[src/rtl/bcd_pkg.sv]
// Shared BCD constants and converter state encoding, also used by the BCD counter.
package bcd_pkg;

    localparam int unsigned BCD_DIGIT_W    = 4;
    localparam logic [3:0]  BCD_MAX_DIGIT  = 4'd9;
    localparam logic [3:0]  BCD_ADJ_THRESH = 4'd8;
    localparam logic [3:0]  BCD_ADJ_VAL    = 4'd3;

    typedef enum logic [1:0] {
        IDLE  = 2'd0,
        SHIFT = 2'd1,
        DONE  = 2'd2
    } bcd_state_e;

endpackage : bcd_pkg

[src/rtl/bcd_digit_adj.sv]
// Reverse double-dabble digit correction: subtract 3 from a nibble that is 8 or above.
module bcd_digit_adj
    import bcd_pkg::*;
(
    input  logic [BCD_DIGIT_W-1:0] digit_i,
    output logic [BCD_DIGIT_W-1:0] digit_c_o
);

    assign digit_c_o = (digit_i >= BCD_ADJ_THRESH) ? (digit_i - BCD_ADJ_VAL) : digit_i;

endmodule : bcd_digit_adj

[src/rtl/bcd_to_bin_seq.sv]
// Packed-BCD to binary converter, one shift-and-adjust step per cycle, valid/ready on both sides.
// Optional invalid-digit reporting is enabled with `define BCD_TO_BIN_DIGIT_CHECK_EN.
module bcd_to_bin_seq
    import bcd_pkg::*;
#(
    parameter int unsigned DIGITS = 2,
    parameter int unsigned BIN_W  = 7
) (
    input  logic                            clk,
    input  logic                            reset,
    input  logic                            in_valid_i,
    output logic                            in_ready_o,
    input  logic [BCD_DIGIT_W*DIGITS-1:0]   in_bcd_i,
    output logic                            out_valid_o,
    input  logic                            out_ready_i,
    output logic [BIN_W-1:0]                out_bin_o,
    output logic                            out_err_o,
    output logic                            busy_o
);

    localparam int unsigned BCD_W = BCD_DIGIT_W * DIGITS;
    localparam int unsigned SR_W  = BCD_W + BIN_W;
    localparam int unsigned CNT_W = $clog2(BIN_W + 1);

    bcd_state_e         state_q, state_d;
    logic [SR_W-1:0]    sr_q, sr_d;
    logic [CNT_W-1:0]   cnt_q, cnt_d;
    logic [BIN_W-1:0]   out_bin_q, out_bin_d;
    logic               in_ready_q, in_ready_d;
    logic               out_valid_q, out_valid_d;
    logic               busy_q, busy_d;

    logic [SR_W-1:0]    shift_c;
    logic [BCD_W-1:0]   adj_c;
    logic [SR_W-1:0]    step_c;

    // One iteration: shift the whole {bcd, bin} register right, then fix up each digit.
    assign shift_c = {1'b0, sr_q[SR_W-1:1]};

    for (genvar g = 0; g < DIGITS; g++) begin : g_adj
        bcd_digit_adj u_adj (
            .digit_i   (shift_c[BIN_W + g*BCD_DIGIT_W +: BCD_DIGIT_W]),
            .digit_c_o (adj_c[g*BCD_DIGIT_W +: BCD_DIGIT_W])
        );
    end

    assign step_c = {adj_c, shift_c[BIN_W-1:0]};

`ifdef BCD_TO_BIN_DIGIT_CHECK_EN
    logic err_q, err_d;
    logic out_err_q, out_err_d;
    logic err_in_c;

    always_comb begin
        err_in_c = 1'b0;
        for (int i = 0; i < int'(DIGITS); i++) begin
            if (in_bcd_i[i*BCD_DIGIT_W +: BCD_DIGIT_W] > BCD_MAX_DIGIT) begin
                err_in_c = 1'b1;
            end
        end
    end
`endif

    always_ff @(posedge clk) begin
        if (!reset) begin
            state_q     <= IDLE;
            sr_q        <= '0;
            cnt_q       <= '0;
            out_bin_q   <= '0;
            in_ready_q  <= 1'b1;
            out_valid_q <= 1'b0;
            busy_q      <= 1'b0;
`ifdef BCD_TO_BIN_DIGIT_CHECK_EN
            err_q       <= 1'b0;
            out_err_q   <= 1'b0;
`endif
        end else begin
            state_q     <= state_d;
            sr_q        <= sr_d;
            cnt_q       <= cnt_d;
            out_bin_q   <= out_bin_d;
            in_ready_q  <= in_ready_d;
            out_valid_q <= out_valid_d;
            busy_q      <= busy_d;
`ifdef BCD_TO_BIN_DIGIT_CHECK_EN
            err_q       <= err_d;
            out_err_q   <= out_err_d;
`endif
        end
    end

    always_comb begin
        state_d   = state_q;
        sr_d      = sr_q;
        cnt_d     = cnt_q;
        out_bin_d = out_bin_q;
`ifdef BCD_TO_BIN_DIGIT_CHECK_EN
        err_d     = err_q;
        out_err_d = out_err_q;
`endif

        unique case (state_q)
            IDLE: begin
                if (in_valid_i && in_ready_q) begin
                    state_d = SHIFT;
                    sr_d    = {in_bcd_i, {BIN_W{1'b0}}};
                    cnt_d   = '0;
`ifdef BCD_TO_BIN_DIGIT_CHECK_EN
                    err_d     = err_in_c;
                    out_err_d = 1'b0;
`endif
                end
            end
            SHIFT: begin
                sr_d  = step_c;
                cnt_d = cnt_q + CNT_W'(1);
                if (cnt_q == CNT_W'(BIN_W - 1)) begin
                    state_d   = DONE;
                    out_bin_d = step_c[BIN_W-1:0];
`ifdef BCD_TO_BIN_DIGIT_CHECK_EN
                    if (err_q) begin
                        out_bin_d = '0;
                        out_err_d = 1'b1;
                    end
`endif
                end
            end
            DONE: begin
                if (out_ready_i) begin
                    state_d = IDLE;
                end
            end
            default: state_d = IDLE;
        endcase

        // Handshake flags are registered copies of the next state's decode.
        in_ready_d  = (state_d == IDLE);
        out_valid_d = (state_d == DONE);
        busy_d      = (state_d != IDLE);
    end

    assign in_ready_o  = in_ready_q;
    assign out_valid_o = out_valid_q;
    assign out_bin_o   = out_bin_q;
    assign busy_o      = busy_q;
`ifdef BCD_TO_BIN_DIGIT_CHECK_EN
    assign out_err_o   = out_err_q;
`else
    assign out_err_o   = 1'b0;
`endif

endmodule : bcd_to_bin_seq

[config.mk]
export PLATFORM = sky130hd
export DESIGN_NAME = bcd_to_bin_seq
export DESIGN_NICKNAME = d
export VERILOG_FILES = /design/src/rtl/bcd_pkg.sv /design/src/rtl/bcd_digit_adj.sv /design/src/rtl/bcd_to_bin_seq.sv
export SDC_FILE = /design/constraint.sdc
export NUM_CORES = 1
export LEC_CHECK = 0
export ABC_AREA = 1
export BUFFER_PORTS_ARGS = -buffer_cell sky130_fd_sc_hd__buf_4
export CAP_MARGIN = 20
export CORE_ASPECT_RATIO = 1.4
export CORE_UTILIZATION = 35
export DETAILED_ROUTE_END_ITERATION = 8
export GPL_TIMING_DRIVEN = 0
export PLACE_DENSITY_LB_ADDON = 0.08
export SYNTH_ARGS = -nofsm -noshare
export SYNTH_HDL_FRONTEND = slang
export SYNTH_SLANG_ARGS = --single-unit
[constraint.sdc]
create_clock -name clk -period 1.66 [get_ports clk]
set_input_delay 0.498 -clock clk [delete_from_list [all_inputs] [get_ports clk]]
set_output_delay 0.498 -clock clk [all_outputs]
set_load 0.005 [all_outputs]
==> impl_metrics.toml <==
[status]
status = "finished clean"

[global_route]
antenna_found_initial = 0
track_usage_pct = 17.4
grt_max_degree = 11
grt_overflow = 0
grt_pass1_wl_um = 4730
grt_pass1_vias = 1048

[yosys]
yosysSeqAreaShare_pct = 45.7
synth_area_um2 = 1270
synth_cell_type_count = 21
ys_async_sr_fraction_pct = 0
yosys_warnings = 0
synth_edf_count = 0
ys.flop_type = "dfxtp_1"
ys_ff_latch = 29
synth_area_per_cell_um2 = 7.30
synthCells = 174
syn_nets = 190

[routing]
route.met3.wl_um = 95
wl_per_cell_um = 11.6
drt-met1-wl_um = 1210
drt_pass1_iterations = 4
drcViolationCount = 0
drtIter0Drc = 23
top_layer_used = "met4"
num_vias = 1142
wl_um = 2820
drt.antenna.violating_nets = 0
viasPerCell = 4.70
routed-wl-met2_um = 1460

[layout]
layout_common_cells = "nand2_1 (41), nor2_1 (30), dfxtp_1 (29)"
drive_above_1_share_pct = 20.2
final_nets = 218
stdcell_count = 243
final_common_cell = "nand2_1"
fin_area_um2 = 1560
num_antenna_cells = 0
syn2layout_area_growth_pct = 22.9

[clock_network]
htreeDepth = 2
post_cts_resized = 0
post-cts-setup-buffer-count = 0
cts_hold_buf = 0
clkTransAtPathRegs_ps = 60
cts_root_buf = "clkbuf_8"
cts_buffers = 5
clock_latency_ps = 280
cts_tree = "done"
cts_sinks = 29
cts.path.max_buffers = 2

[timing]
final-max-slew-violation-count = 0
skew_ps = 3.26
rsz0062_at_grt = "false"
whs_ps = 461
finalSetupViolCount = 0
tns_ps = 0
hold_violations = 0
clock.fmax_mhz = 749
min_period_ps = 1340
fin_crit_sh_pct = 80.4

[worst_setup_path]
cp-start-kind = "flip-flop"
cp_max_fo = 9
crit_required_ps = 1830
path_class = "reg -> reg"
cp_slowest_stage_delay_ps = 340
cp-end-kind = "flip-flop"
path_cells = "inv_1, ha_1, nand2_1, nor2_4, inv_1, nor2_1, nor2_1"
crit_slowest_cell = "dfxtp_1"
arrival_ps = 1510

[placement]
place_congestion = 0.766
dpl.hpwl_um = 1990
dpl_cell_area_um2 = 1480
dp_cells = 235
io_buffers = 21

[die]
die_x_um = 52.9
io_pins = 23
start_util_pct = 37.2
core_um2 = 3410
die_area_um2 = 3880
die_y_um = 73.3
rows = 25

[power_and_ir_drop]
power.leakage_nw = 0.750
vdd_drop_max_mv = 0.558
p_per_area_nw_per_um2 = 960

[flow_run]
maxCapViolations = 0

[worst_hold_path]
min_path_type = "reg -> reg"
[report_power, final]
part / total, mW / switching [mW] / internal (mW)
Clock: 0.555 / 0.266 / 0.290
Sequential: 0.754 / 0.0271 / 0.727
Combinational: 0.188 / 0.109 / 0.0792
[cell families after synthesis]
kind of cell	synth area share, %
buf+inv	8.87
flops	45.7
fa+ha+maj	3.94
simple gates	29.9
other cells	0.295
compound gates	11.3
[Yosys cell counts (2+ instances only)]
cell	count	area share, %
clkbuf_1	2	0.59
ha_1	4	3.9
buf_4	2	1.2
nand3_1	9	3.5
nand2_4	2	1.8
nand2_1	41	12
o21ai_0	15	5.9
dfxtp_1	29	46
a21oi_1	12	4.7
nor2_1	30	8.9
inv_1	15	4.4
inv_2	3	0.89
buf_6	2	1.8
[critical path: cells and delay by family (launching register included)]
family,cells,cell delay [ps]
AND/OR/NAND/NOR,4,520
adder cells (fa/ha/maj),1,130
flip-flops,1,340
buffers and inverters,2,220
[state kept, by name (all words and copies together), names as in the netlist]
register and count:
busy_o 1, cnt_q 3, in_ready_o 1, out_bin_o 7, out_valid_o 1, sr_q 14, state_q 2
[routing by layer]
metal | up-vias | track usage [%]
li1 | 596 | -
met1 | 522 | 19.0
met2 | 18 | 29.5
met3 | 6 | 5.59
met4 | 0 | 8.77
met5 | - | 0
[stage by stage]
step | setup slack, ps | util [%] | total power, mW
after floorplan | 493 | - | 0.891
after global placement | 260 | 43.3 | 0.955
after detailed placement | 267 | 43.3 | 0.959
after CTS | 287 | 45.8 | 1.52
after global routing | 187 | 45.8 | 1.58
final | 325 | 45.8 | 1.50
[worst paths after layout]
path | startpoint | to | slack, ps | cells past startpoint
min | sr_q[14] | sr_q[14] | 460 | 2
max reg2reg | cnt_q[0] | out_bin_o[3] | 320 | 7
min reg2reg | sr_q[14] | sr_q[14] | 460 | 2
max | cnt_q[0] | out_bin_o[3] | 320 | 7
[area by class of cell]
type                       count  area (µm²)
inverter                      18        67.6
buffer                         6        45.0
sequential                    29         581
clock buffer                   6        72.6
clock inverter                 2        10.0
fill                         391        1850
timing repair buffer          21         158
tap                           40        50.0
multi-input combinational    121         577
Note: power is estimated with default switching activity, not from simulation.
